`config.mk`:
```
export PLATFORM = sky130hd
export DESIGN_NAME = keypad_scanner_flat
export DESIGN_NICKNAME = d
export VERILOG_FILES = /design/src/rtl/keypad_scanner_if.sv /design/src/rtl/keypad_scanner.sv /design/src/flat_wrapper.sv
export SDC_FILE = /design/constraint.sdc
export NUM_CORES = 1
export LEC_CHECK = 0
export CAP_MARGIN = 5
export CORE_UTILIZATION = 56
export CTS_CLUSTER_DIAMETER = 40
export DETAILED_ROUTE_END_ITERATION = 10
export GPL_TIMING_DRIVEN = 0
export PLACE_DENSITY = 0.79
export REMOVE_ABC_BUFFERS = 1
export SLEW_MARGIN = 20
export SYNTH_ARGS = -nofsm -noshare
export SYNTH_HDL_FRONTEND = slang
export SYNTH_SLANG_ARGS = --single-unit
```
`constraint.sdc`:
```
create_clock -name Clk -period 3.8 [get_ports Clk]
set_clock_uncertainty 0.15 [all_clocks]
set_input_delay 0.76 -clock Clk [delete_from_list [all_inputs] [get_ports Clk]]
set_output_delay 0.76 -clock Clk [all_outputs]
set_load 0.005 [all_outputs]
```
`src/rtl/keypad_scanner_if.sv`:
```
// Signal bundle between the 4x4 keypad scanner and its surroundings.
// The master side is the scanner; the slave side is the keypad plus display consumer.
interface keypad_scanner_if;
   logic [3:0]  Col;
   logic [3:0]  Row;
   logic [3:0]  KeyCode;
   logic        KeyValid;
   logic        KeyHeld;
   logic [15:0] Value;

   modport master (
      input  Col,
      output Row,
      output KeyCode,
      output KeyValid,
      output KeyHeld,
      output Value
   );

   modport slave (
      output Col,
      input  Row,
      input  KeyCode,
      input  KeyValid,
      input  KeyHeld,
      input  Value
   );
endinterface

```
`src/rtl/keypad_scanner.sv`:
```
// 4x4 matrix keypad scanner: one-cold row scan, debounced single-key capture,
// release debounce, and a 4-digit hex shift register of accepted keys.
module keypad_scanner #(
   parameter int SCAN_DIV     = 1000,
   parameter int DEBOUNCE_CNT = 20000
) (
   input logic              Clk,
   input logic              Rst,
   keypad_scanner_if.master kp
);

   localparam int DW = $clog2(SCAN_DIV);
   localparam int CW = $clog2(DEBOUNCE_CNT);
   localparam logic [DW-1:0] DWELL_LAST = DW'(SCAN_DIV - 1);
   localparam logic [CW-1:0] DEB_LAST   = CW'(DEBOUNCE_CNT - 1);

   typedef enum logic [1:0] {
      SCAN,
      DEBOUNCE,
      HELD
   } state_t;

   state_t        state, state_nxt;
   logic [3:0]    col_meta, col_s;
   logic [1:0]    row_idx, row_idx_nxt;
   logic [DW-1:0] dwell, dwell_nxt;
   logic [CW-1:0] deb, deb_nxt;
   logic [3:0]    cap_col, cap_col_nxt;
   logic [1:0]    cap_c, cap_c_nxt;
   logic [3:0]    row_q, row_nxt;
   logic [3:0]    key_code, key_code_nxt;
   logic          key_valid, key_valid_nxt;
   logic          key_held, key_held_nxt;
   logic [15:0]   value, value_nxt;
   logic          single_low;
   logic [1:0]    low_idx;
   logic [3:0]    mapped_key;

   function automatic logic [3:0] key_map(input logic [1:0] r, input logic [1:0] c);
      logic [3:0] k;
      case ({r, c})
         4'h0: k = 4'h1;
         4'h1: k = 4'h2;
         4'h2: k = 4'h3;
         4'h3: k = 4'hA;
         4'h4: k = 4'h4;
         4'h5: k = 4'h5;
         4'h6: k = 4'h6;
         4'h7: k = 4'hB;
         4'h8: k = 4'h7;
         4'h9: k = 4'h8;
         4'hA: k = 4'h9;
         4'hB: k = 4'hC;
         4'hC: k = 4'h0;
         4'hD: k = 4'hF;
         4'hE: k = 4'hE;
         default: k = 4'hD;
      endcase
      return k;
   endfunction

   // Columns are asynchronous to Clk; only the second flop is ever looked at.
   always_ff @(posedge Clk) begin
      if (Rst) begin
         col_meta <= 4'hF;
         col_s    <= 4'hF;
      end else begin
         col_meta <= kp.Col;
         col_s    <= col_meta;
      end
   end

   always_comb begin
      single_low = 1'b1;
      low_idx    = 2'd0;
      case (col_s)
         4'b1110: low_idx = 2'd0;
         4'b1101: low_idx = 2'd1;
         4'b1011: low_idx = 2'd2;
         4'b0111: low_idx = 2'd3;
         default: single_low = 1'b0;
      endcase
   end

   assign mapped_key = key_map(row_idx, cap_c);

   always_comb begin
      state_nxt     = state;
      row_idx_nxt   = row_idx;
      dwell_nxt     = dwell;
      deb_nxt       = deb;
      cap_col_nxt   = cap_col;
      cap_c_nxt     = cap_c;
      key_code_nxt  = key_code;
      key_valid_nxt = 1'b0;
      key_held_nxt  = key_held;
      value_nxt     = value;

      unique case (state)
         SCAN: begin
            if (dwell == DWELL_LAST) begin
               dwell_nxt = '0;
               // Zero or several low columns means no key or a possible ghost.
               if (single_low) begin
                  cap_col_nxt = col_s;
                  cap_c_nxt   = low_idx;
                  deb_nxt     = '0;
                  state_nxt   = DEBOUNCE;
               end else begin
                  row_idx_nxt = row_idx + 2'd1;
               end
            end else begin
               dwell_nxt = dwell + DW'(1);
            end
         end

         DEBOUNCE: begin
            if (col_s == cap_col) begin
               if (deb == DEB_LAST) begin
                  deb_nxt       = '0;
                  state_nxt     = HELD;
                  key_code_nxt  = mapped_key;
                  key_valid_nxt = 1'b1;
                  key_held_nxt  = 1'b1;
                  value_nxt     = {value[11:0], mapped_key};
               end else begin
                  deb_nxt = deb + CW'(1);
               end
            end else begin
               state_nxt   = SCAN;
               row_idx_nxt = row_idx + 2'd1;
               dwell_nxt   = '0;
            end
         end

         HELD: begin
            // Only an all-high column bus counts toward release; other changes are ignored.
            if (col_s == 4'hF) begin
               if (deb == DEB_LAST) begin
                  deb_nxt      = '0;
                  key_held_nxt = 1'b0;
                  state_nxt    = SCAN;
                  row_idx_nxt  = row_idx + 2'd1;
                  dwell_nxt    = '0;
               end else begin
                  deb_nxt = deb + CW'(1);
               end
            end else begin
               deb_nxt = '0;
            end
         end

         default: begin
            state_nxt = SCAN;
         end
      endcase

      row_nxt = ~(4'b0001 << row_idx_nxt);
   end

   always_ff @(posedge Clk) begin
      if (Rst) begin
         state     <= SCAN;
         row_idx   <= 2'd0;
         dwell     <= '0;
         deb       <= '0;
         cap_col   <= 4'hF;
         cap_c     <= 2'd0;
         row_q     <= 4'b1110;
         key_code  <= 4'h0;
         key_valid <= 1'b0;
         key_held  <= 1'b0;
         value     <= 16'h0000;
      end else begin
         state     <= state_nxt;
         row_idx   <= row_idx_nxt;
         dwell     <= dwell_nxt;
         deb       <= deb_nxt;
         cap_col   <= cap_col_nxt;
         cap_c     <= cap_c_nxt;
         row_q     <= row_nxt;
         key_code  <= key_code_nxt;
         key_valid <= key_valid_nxt;
         key_held  <= key_held_nxt;
         value     <= value_nxt;
      end
   end

   assign kp.Row      = row_q;
   assign kp.KeyCode  = key_code;
   assign kp.KeyValid = key_valid;
   assign kp.KeyHeld  = key_held;
   assign kp.Value    = value;

endmodule

```
`src/flat_wrapper.sv`:
```
// flat-port wrapper written by rule: the top's interface ports become plain ports
module keypad_scanner_flat 
#(
   parameter int SCAN_DIV     = 1000,
   parameter int DEBOUNCE_CNT = 20000
)
  (Clk, Rst, kp_Col, kp_Row, kp_KeyCode, kp_KeyValid, kp_KeyHeld, kp_Value);
  keypad_scanner_if kp_i ();
  input logic Clk;
  input logic Rst;
  input wire logic [$bits(kp_i.Col)-1:0] kp_Col;
  output wire logic [$bits(kp_i.Row)-1:0] kp_Row;
  output wire logic [$bits(kp_i.KeyCode)-1:0] kp_KeyCode;
  output wire logic [$bits(kp_i.KeyValid)-1:0] kp_KeyValid;
  output wire logic [$bits(kp_i.KeyHeld)-1:0] kp_KeyHeld;
  output wire logic [$bits(kp_i.Value)-1:0] kp_Value;
  assign kp_i.Col = kp_Col;
  assign kp_Row = kp_i.Row;
  assign kp_KeyCode = kp_i.KeyCode;
  assign kp_KeyValid = kp_i.KeyValid;
  assign kp_KeyHeld = kp_i.KeyHeld;
  assign kp_Value = kp_i.Value;
  keypad_scanner #(.SCAN_DIV(SCAN_DIV), .DEBOUNCE_CNT(DEBOUNCE_CNT)) u_core (.Clk(Clk), .Rst(Rst), .kp(kp_i));
endmodule
```
==> results.json <==
{
  "cp_data_required_time_ns": 3.86,
  "h-tree-depth": 3,
  "globalRouteTotalUtil": 0.220,
  "die_w_um": 76.2,
  "crit_path_start_kind": "flop",
  "synth_area_leader_cell": "sky130_fd_sc_hd__dfxtp_1",
  "die_area_um2": 5800,
  "drv_slew": 0,
  "final-setup-viol-count": 0,
  "syn-mean-instance-area_um2": 8.35,
  "detailedRoute.firstPassIterationCount": 4,
  "power_report.internal_total_mw": 1.04,
  "power.sequential.fraction": 0.520,
  "setup.worst_path.end_class": "flop",
  "crit_type": "flop to flop",
  "tritoncts": "built",
  "cp-endpoint": "u_core.kp.Row[0]",
  "num-nets-final": 402,
  "worst_skew_pair.late_latency_ns": 0.35,
  "floorplan.io_pins": 32,
  "cts_bufs_inserted": 9,
  "reg2regPathDepth": 6,
  "power_density_over_the_cells_nw_per_um2": 378,
  "cts.root.buffer_cell": "sky130_fd_sc_hd__clkbuf_8",
  "utilization": 0.686,
  "synthTopCellsByCount": "sky130_fd_sc_hd__dfxtp_1, sky130_fd_sc_hd__nand2_1, sky130_fd_sc_hd__nor2_1, sky130_fd_sc_hd__a21oi_1, sky130_fd_sc_hd__xor2_1",
  "post_cts.resized_instances": 0,
  "num_rows": 26,
  "setup_repair_after_global_routing_missed_its_margin": "no",
  "numPortBuffers": 31,
  "design.core.area_um2": 5200,
  "max_cap_viol_count": 0,
  "worst_r2r_startpoint": "u_core.deb[6]",
  "critical_path_peak_fanout": 16,
  "gp_congestion": 0.809,
  "ctsHoldBuffers": 0,
  "ff2ff_setup_slack_ns": 0.74,
  "cts_setup_buffers": 0,
  "tns_ns": 0,
  "synth_async_sr_flop_share": 0,
  "cell_area_after_synthesis_um2": 3080,
  "dp_hpwl_um": 4030,
  "ctsLongestPathBuffers": 2,
  "hold_slack_ns": 0.263,
  "ys_types": 51,
  "synth-edff-count": 0,
  "timing.hold.worst_path_depth": 1,
  "critical_path.reg2reg.endpoint": "u_core.kp.Row[0]",
  "power_mw": 1.35,
  "first_global_vias": 2255,
  "insertedDiodeCount": 0,
  "slew-limit-headroom": 0.401,
  "drt-total-wl_um": 5940,
  "synth_most_common_cell": "sky130_fd_sc_hd__dfxtp_1",
  "grt_first_pass_wirelength_um": 10100,
  "route.antenna.remaining_nets": 0,
  "drc": 0,
  "ir_worst_vdd_v": 0.000351,
  "grt_antenna_before_repair": 0,
  "arrival_ns": 3.12,
  "status": "completed",
  "die_y_um": 76.2,
  "synthCells": 369,
  "start_point_of_the_critical_path": "u_core.deb[6]",
  "worst_pin_slew_ns": 0.892,
  "p_clk_frac": 0.438,
  "average_wire_length_per_cell_after_detail_routing_um": 12.9,
  "netSwitchingPower_mw": 0.310,
  "clk_pin_slew_ns": 0.07,
  "switching_share": 0.230,
  "drt_iter0_markers": 127,
  "post_route_cells_drive_above_1_share": 0.0867,
  "cellLeakagePower_nw": 1.26,
  "final_period_minus_worst_setup_slack_ns": 3.06,
  "ys.warnings.count": 0,
  "synth_seq_cells": 65,
  "syn_to_final_growth_pct": 15.9,
  "synth.yosys.seq_area_share": 0.422,
  "vias": 2546,
  "grt_start_max_net_pins": 42,
  "synth.top_cell.area_share": 0.422,
  "worst_hold_path_type": "flop to flop",
  "clock_sink_count": 65,
  "top_cells_by_area_in_the_synthesized_netlist": "sky130_fd_sc_hd__dfxtp_1, sky130_fd_sc_hd__nand2_1, sky130_fd_sc_hd__xor2_1, sky130_fd_sc_hd__nor2_1, sky130_fd_sc_hd__a21oi_1",
  "layout_worst_path_cycle_share": 0.805,
  "hold_viol": 0,
  "comb_power_share": 0.041,
  "viasPerCell": 5.51,
  "global_route.overflow_total": 0,
  "max_freq_ghz": 0.327,
  "initial_core_util": 0.592,
  "synth_top_flop_cell": "sky130_fd_sc_hd__dfxtp_1"
}
-- state kept, by name, summed over array words and instances, names as in the netlist --
signal,cells
u_core.deb,15
u_core.state,2
u_core.dwell,10
u_core.kp.KeyHeld,1
u_core.kp.KeyValid,1
u_core.kp.Value,16
u_core.col_meta,4
u_core.row_idx,2
u_core.kp.Row,4
u_core.col_s,4
u_core.cap_c,2
u_core.cap_col,4
-- worst max-delay path: stages (launching register included) --
cell	delay, ns
sky130_fd_sc_hd__dfxtp_1	0.35
sky130_fd_sc_hd__or4_1	0.53
sky130_fd_sc_hd__or4_1	0.67
sky130_fd_sc_hd__o21ai_4	0.44
sky130_fd_sc_hd__nand2_2	0.18
sky130_fd_sc_hd__a221oi_2	0.47
sky130_fd_sc_hd__o21bai_1	0.12
-- layout make-up --
type | count | area, um^2
Multi-Input combinational cell | 271 | 1640
Inverter | 9 | 33.8
Clock inverter | 6 | 67.6
Fill cell | 438 | 1630
Tap cell | 70 | 87.6
Clock buffer | 10 | 138
Timing Repair Buffer | 31 | 305
Sequential cell | 65 | 1300
-- placed cells by master (no fill, tap or decap), types with 3 or more instances in the layout --
master / n
sky130_fd_sc_hd__nand4_1: 13
sky130_fd_sc_hd__a21oi_1: 24
sky130_fd_sc_hd__nor3_1: 9
sky130_fd_sc_hd__nor2_1: 38
sky130_fd_sc_hd__xnor2_1: 9
sky130_fd_sc_hd__dfxtp_1: 65
sky130_fd_sc_hd__nand3b_1: 6
sky130_fd_sc_hd__or4_1: 3
sky130_fd_sc_hd__inv_1: 9
sky130_fd_sc_hd__nor2b_1: 3
sky130_fd_sc_hd__and3_1: 5
sky130_fd_sc_hd__ha_1: 9
sky130_fd_sc_hd__nand3_1: 14
sky130_fd_sc_hd__nand2b_1: 3
sky130_fd_sc_hd__or2_2: 9
sky130_fd_sc_hd__clkbuf_8: 10
sky130_fd_sc_hd__xor2_1: 23
sky130_fd_sc_hd__nand4b_1: 4
sky130_fd_sc_hd__nand2_1: 59
sky130_fd_sc_hd__o21ai_1: 5
sky130_fd_sc_hd__nor4_1: 4
sky130_fd_sc_hd__clkdlybuf4s50_1: 30
-- routing by layer --
metal,routed length [um],up-vias,track usage
li1,-,1295,-
met1,2690,1193,0.255
met2,2910,49,0.365
met3,243,9,0.0778
met4,102,0,0.0981
met5,0,-,0
-- metrics by stage --
| step | worst slack (ns) | instances | area [um^2] |
|---|---|---|---|
| 2_1_floorplan | 1.08 | 345 | 2970 |
| 3_3_place_gp | 0.799 | 446 | 3370 |
| 3_5_place_dp | 0.754 | 446 | 3370 |
| 4_1_cts | 0.731 | 462 | 3570 |
| 5_1_grt | 0.551 | 462 | 3570 |
| 6_report | 0.742 | 462 | 3570 |
-- power groups by stage --
stage               combinational [mW]  clock [mW]  sequential, mW
floorplan                       0.0342           0           0.715
detailed placement              0.0554           0           0.717
global route                    0.0615       0.638           0.703
finish                          0.0556       0.592           0.702
CTS                             0.0558       0.606           0.702
global placement                0.0546           0           0.717
-- kinds of logic (layout without fill, tap and decap cells) --
logic type / Yosys count / in the layout / synth area share
buffers and inverters: 33 / 56 / 0.0459
and+or+nand+nor: 181 / 181 / 0.295
AOI/OAI and AO/OA: 48 / 48 / 0.106
adders and majority gates: 9 / 9 / 0.0366
DFF: 65 / 65 / 0.422
xor gates and xnor gates: 32 / 32 / 0.0910
muxes: 1 / 1 / 0.00366
-- how the worst min path moves through the flow --
| stage | from | end | slack [ns] |
|---|---|---|---|
| after floorplan | u_core.col_meta[0] | u_core.col_s[0] | 0.24 |
| after global placement | u_core.col_meta[1] | u_core.col_s[1] | 0.24 |
| after detailed placement | u_core.col_meta[1] | u_core.col_s[1] | 0.25 |
| after CTS | u_core.col_meta[1] | u_core.col_s[1] | 0.27 |
| after global routing | u_core.col_meta[1] | u_core.col_s[1] | 0.27 |
| final | u_core.col_meta[1] | u_core.col_s[1] | 0.26 |
No activity file was read; power rests on OpenSTA's default activity.
